## src/rtl/gf180mcu_fd_sc_mcu7t5v0__demux2_pkg.sv

```systemverilog
// Shared types for the 1-to-2 packet demultiplexer.
// Provides the packet-lock FSM state encoding.
package gf180mcu_fd_sc_mcu7t5v0__demux2_pkg;

    typedef enum logic [1:0] {
        IDLE  = 2'b00,
        LOCK0 = 2'b01,
        LOCK1 = 2'b10
    } state_e;

endpackage

```

## src/rtl/gf180mcu_fd_sc_mcu7t5v0__demux2_oreg.sv

```systemverilog
// One-entry output holding register with completed-packet counter.
// Ports: clk/rst, load_i/d_i/last_i (beat in), rdy_i (downstream ready),
//        data_o/last_o/valid_o (held beat), pkt_o (wrapping packet count).
module gf180mcu_fd_sc_mcu7t5v0__demux2_oreg
    import gf180mcu_fd_sc_mcu7t5v0__demux2_pkg::*;
#(
    parameter int WIDTH = 8,
    parameter int CNTW  = 8
) (
    input  logic             clk,
    input  logic             rst,
    input  logic             load_i,
    input  logic [WIDTH-1:0] d_i,
    input  logic             last_i,
    input  logic             rdy_i,
    output logic [WIDTH-1:0] data_o,
    output logic             last_o,
    output logic             valid_o,
    output logic [CNTW-1:0]  pkt_o
);

    logic [WIDTH-1:0] data_q, data_d;
    logic             last_q, last_d;
    logic             valid_q, valid_d;
    logic [CNTW-1:0]  pkt_q, pkt_d;
    logic             xfer;

    assign xfer = valid_q & rdy_i;

    always_comb begin
        data_d  = data_q;
        last_d  = last_q;
        valid_d = valid_q;
        pkt_d   = pkt_q;
        // A drain frees the slot unless a new beat lands the same edge.
        if (xfer) begin
            valid_d = 1'b0;
        end
        if (load_i) begin
            data_d  = d_i;
            last_d  = last_i;
            valid_d = 1'b1;
        end
        if (xfer && last_q) begin
            pkt_d = pkt_q + {{(CNTW-1){1'b0}}, 1'b1};
        end
    end

    always_ff @(posedge clk) begin
        if (rst) begin
            data_q  <= '0;
            last_q  <= 1'b0;
            valid_q <= 1'b0;
            pkt_q   <= '0;
        end else begin
            data_q  <= data_d;
            last_q  <= last_d;
            valid_q <= valid_d;
            pkt_q   <= pkt_d;
        end
    end

    assign data_o  = data_q;
    assign last_o  = last_q;
    assign valid_o = valid_q;
    assign pkt_o   = pkt_q;

endmodule

```

## src/rtl/gf180mcu_fd_sc_mcu7t5v0__demux2_stream.sv

```systemverilog
// Registered 1-to-2 packet demux: select sampled on first beat, held to last.
// Ports: CLK/RST, I/IV/IL/IR input stream, S select, Z0*/Z1* output streams,
//        PKT0/PKT1 completed-packet counters.
module gf180mcu_fd_sc_mcu7t5v0__demux2_stream
    import gf180mcu_fd_sc_mcu7t5v0__demux2_pkg::*;
#(
    parameter int WIDTH = 8,
    parameter int CNTW  = 8
) (
    input  logic             CLK,
    input  logic             RST,
    input  logic [WIDTH-1:0] I,
    input  logic             IV,
    input  logic             IL,
    output logic             IR,
    input  logic             S,
    output logic [WIDTH-1:0] Z0,
    output logic             Z0V,
    output logic             Z0L,
    input  logic             Z0R,
    output logic [WIDTH-1:0] Z1,
    output logic             Z1V,
    output logic             Z1L,
    input  logic             Z1R,
    output logic [CNTW-1:0]  PKT0,
    output logic [CNTW-1:0]  PKT1
);

    state_e state_q, state_d;
    logic   tgt;
    logic   acc;

    // S only matters on a packet's first beat; a locked state ignores it.
    always_comb begin
        tgt = S;
        unique case (state_q)
            LOCK0:   tgt = 1'b0;
            LOCK1:   tgt = 1'b1;
            default: tgt = S;
        endcase
    end

    // Ready looks only at the target slot so a stalled sibling never blocks.
    assign IR  = tgt ? (~Z1V | Z1R) : (~Z0V | Z0R);
    assign acc = IV & IR;

    always_comb begin
        state_d = state_q;
        if (acc) begin
            if (IL) begin
                state_d = IDLE;
            end else begin
                state_d = tgt ? LOCK1 : LOCK0;
            end
        end
    end

    always_ff @(posedge CLK) begin
        if (RST) begin
            state_q <= IDLE;
        end else begin
            state_q <= state_d;
        end
    end

    gf180mcu_fd_sc_mcu7t5v0__demux2_oreg #(
        .WIDTH(WIDTH),
        .CNTW (CNTW)
    ) u_oreg0 (
        .clk    (CLK),
        .rst    (RST),
        .load_i (acc & ~tgt),
        .d_i    (I),
        .last_i (IL),
        .rdy_i  (Z0R),
        .data_o (Z0),
        .last_o (Z0L),
        .valid_o(Z0V),
        .pkt_o  (PKT0)
    );

    gf180mcu_fd_sc_mcu7t5v0__demux2_oreg #(
        .WIDTH(WIDTH),
        .CNTW (CNTW)
    ) u_oreg1 (
        .clk    (CLK),
        .rst    (RST),
        .load_i (acc & tgt),
        .d_i    (I),
        .last_i (IL),
        .rdy_i  (Z1R),
        .data_o (Z1),
        .last_o (Z1L),
        .valid_o(Z1V),
        .pkt_o  (PKT1)
    );

endmodule

```

## config.mk

```make
export PLATFORM = sky130hd
export DESIGN_NAME = gf180mcu_fd_sc_mcu7t5v0__demux2_stream
export DESIGN_NICKNAME = d
export VERILOG_FILES = /design/src/rtl/gf180mcu_fd_sc_mcu7t5v0__demux2_pkg.sv /design/src/rtl/gf180mcu_fd_sc_mcu7t5v0__demux2_oreg.sv /design/src/rtl/gf180mcu_fd_sc_mcu7t5v0__demux2_stream.sv
export SDC_FILE = /design/constraint.sdc
export NUM_CORES = 1
export LEC_CHECK = 0
export ABC_CLOCK_PERIOD_IN_PS = 2950
export CAP_MARGIN = 20
export CORE_MARGIN = 2
export CORE_UTILIZATION = 49
export DETAILED_ROUTE_END_ITERATION = 8
export MAX_ROUTING_LAYER = met4
export PLACE_DENSITY = 0.83
export SLEW_MARGIN = 20
export SYNTH_ARGS = -nofsm -noshare
export SYNTH_HDL_FRONTEND = slang
export SYNTH_SLANG_ARGS = --single-unit
```

## constraint.sdc

```tcl
create_clock -name CLK -period 2.95 [get_ports CLK]
set_input_delay 0.885 -clock CLK [delete_from_list [all_inputs] [get_ports CLK]]
set_output_delay 0.885 -clock CLK [all_outputs]
set_load 0.05 [all_outputs]
```

==> results.sh <==
export IMPL_outcome="complete, no violations"
export IMPL_worstSetupEndpointType="output pin"
export IMPL_cts_repair_resize_count=0
export IMPL_rr_startpoint="state_q[0]$_SDFFE_PP0N_"
export IMPL_maxCapViolations=0
export IMPL_synth_avg_cell_area_sq_um=9.83
export IMPL_synth_edff_count=0
export IMPL_drc=0
export IMPL_syn_inst=172
export IMPL_synth_warnings=0
export IMPL_grt_ovfl_total=0
export IMPL_r2r_slack_ps=1210
export IMPL_diodes=0
export IMPL_r2r_cells=6
export IMPL_syn_to_final_growth_pct=39.6
export IMPL_finalPower_mw=1.12
export IMPL_first_global_vias=1533
export IMPL_clk_latency_ps=340
export IMPL_slew_headroom_pct=65.5
export IMPL_cts_max_level=2
export IMPL_clockBufferDepth=2
export IMPL_grt_max_degree=24
export IMPL_power_density_mw_per_mm2=475
export IMPL_first_iter_violations=85
export IMPL_ctsHoldBuffers=0
export IMPL_fp_dieW_microns=62.7
export IMPL_hold_viol=0
export IMPL_synth_cell_types=27
export IMPL_place_hpwl_mm=2.76
export IMPL_arrival_ps=1940
export IMPL_fin_crit_sh_pct=95.7
export IMPL_n_fill_cell=261
export IMPL_nNetsFinal=248
export IMPL_clock_skew_ps=11.0
export IMPL_async_flop_share_pct=0
export IMPL_synthTopCellsByCount="dfxtp_1, nand2b_1, mux2i_1"
export IMPL_worstPathRequired_ps=2070
export IMPL_post_cts_buffers=0
export IMPL_die_area_sq_mm=0.00394
export IMPL_syn_area_sq_mm=0.00169
export IMPL_wl_per_cell_microns=13.4
export IMPL_start_util_pct=50.7
export IMPL_final_antenna_net_count=0
export IMPL_placed_cell_area_sq_mm=0.00228
export IMPL_fmax_mhz=354
export IMPL_final_max_slew_violation_count=0
export IMPL_avgViaCountPerCell=5.42
export IMPL_grt_pass1_wl_mm=6.56
export IMPL_antenna_found_initial=0
export IMPL_r2r_end="u_oreg0.data_o[3]$_SDFFE_PP0P_"
export IMPL_drt_pass1_iterations=4
export IMPL_tritoncts="yes"
export IMPL_ys_seq_area_share_pct=45.0
export IMPL_rsz0062_at_grt="false"
export IMPL_yosysTopAreaCell="dfxtp_1"
export IMPL_io_buffer_count=51
export IMPL_clkTransAtPathRegs_ps=90
export IMPL_num_rows=21
export IMPL_tightest_slew_ps=516
export IMPL_min_from="u_oreg0.data_o[4]$_SDFFE_PP0P_"
export IMPL_synth_most_common_cell="dfxtp_1"
export IMPL_synth_ff_latch_count=38
export IMPL_cts_root_buffer_cell="clkbuf_4"
export IMPL_synthesis_nets=190
export IMPL_coreArea_sq_mm=0.00334
export IMPL_critPathMaxFanout=4
export IMPL_dp_cells=269
export IMPL_hold_path_depth=2
export IMPL_globalRouteTotalUtil_pct=21.5
export IMPL_drive_above_1_share_pct=8.26
export IMPL_place_gp_congestion=0.738
export IMPL_worstSetupStartpointType="primary input"
export IMPL_crit_type="primary input to output pin"
export IMPL_wirelength_mm=3.70
export IMPL_ir_drop_v=0.000405
export IMPL_p_leak_nw=0.899
export IMPL_synth_top_area_share_pct=45.0
export IMPL_synth_area_leaders="dfxtp_1, mux2i_1, nand2b_1, a21oi_1, nand3_1"
export IMPL_cts_buffers=5
export IMPL_setup_viol=0
export IMPL_fin_tns_setup_ps=0
export IMPL_post_route_util_pct=70.7
export IMPL_synth_ff_type="dfxtp_1"
export IMPL_hold_path_class="flip-flop to flip-flop"
export IMPL_num_io_pins=52
export IMPL_cts_sinks=38
export IMPL_fin_cells=276
export IMPL_die_h_microns=62.7
export IMPL_design_area_sq_mm=0.00236
export IMPL_finalCriticalPeriod_ps=2820
export IMPL_worstHoldEndpoint="u_oreg0.data_o[4]$_SDFFE_PP0P_"
export IMPL_num_vias=1496
[final cells by class]
class                           instances  area (sq um)  area share [%]
Clock inverter                          1          30.0            1.27
Sequential cell                        38           761            32.2
Timing Repair Buffer                   58           573            24.3
Tap cell                               46          57.6            2.44
Clock buffer                            6          51.3            2.17
Multi-Input combinational cell        123           872            37.0
Inverter                                4          15.0           0.636
[sequential cells by signal (all words and copies together), names as in the netlist]
| name | count |
|---|---|
| u_oreg0.valid_o | 1 |
| u_oreg1.last_o | 1 |
| u_oreg0.data_o | 8 |
| u_oreg0.last_o | 1 |
| u_oreg1.data_o | 8 |
| u_oreg1.pkt_o | 8 |
| state_q | 2 |
| u_oreg1.valid_o | 1 |
| u_oreg0.pkt_o | 8 |
[worst max-delay path by stage]
stage	slack [ps]	depth (start not counted)	startpoint	endpoint
floorplan	550	3	S	IR
global placement	160	5	S	IR
detailed placement	140	5	S	IR
CTS	130	5	S	IR
global route	20	5	S	IR
finish	130	5	S	IR
[report_power, final]
part           internal [mW]  switching [mW]  total (mW)
sequential             0.533          0.0148       0.548
clock                  0.197           0.160       0.357
combinational         0.0906           0.126       0.216
[worst max-delay path, cell delays in order]
cell	delay, ps
clkdlybuf4s50_1	420
mux2_2	310
nand2_1	80
nand2_1	80
buf_12	160
[cell families after synthesis]
| group | synth area share (%) |
|---|---|
| AOI/OAI and AO/OA | 9.47 |
| xor gates and xnor gates | 1.55 |
| adders and majority gates | 2.22 |
| buffers and inverters | 3.40 |
| DFF | 45.0 |
| muxes | 13.1 |
| and+or+nand+nor | 25.2 |
[cells in the final DEF, fill, tap and decap left out, types with 2 or more instances in the layout]
cell              n
o31ai_1           6
nand2_1           6
buf_4             7
a21oi_1          13
nand3_1          10
or4_1             6
clkbuf_4          5
mux2i_1          21
nand4_1           3
dfxtp_1          38
nor2_1            5
xor2_1            2
ha_1              3
o21ai_0           5
clkdlybuf4s50_1  50
nand2b_1         29
and3_1            2
or3_1             5
inv_1             4
[routing by layer]
metal / track usage (%) / vias up / part of all wire, %
met2: 37.9 / 50 / 50
met1: 22.5 / 712 / 43
met5: - / - / 0
met3: 6.67 / 6 / 5.8
li1: - / 728 / -
met4: 7.78 / 0 / 1.4
[stage by stage]
step	hold slack, ps	setup slack, ps
floorplan	451	550
global placement	459	164
detailed placement	467	141
CTS	488	133
global route	503	20.9
finish	483	128
No activity file was read; power rests on OpenSTA's default activity.
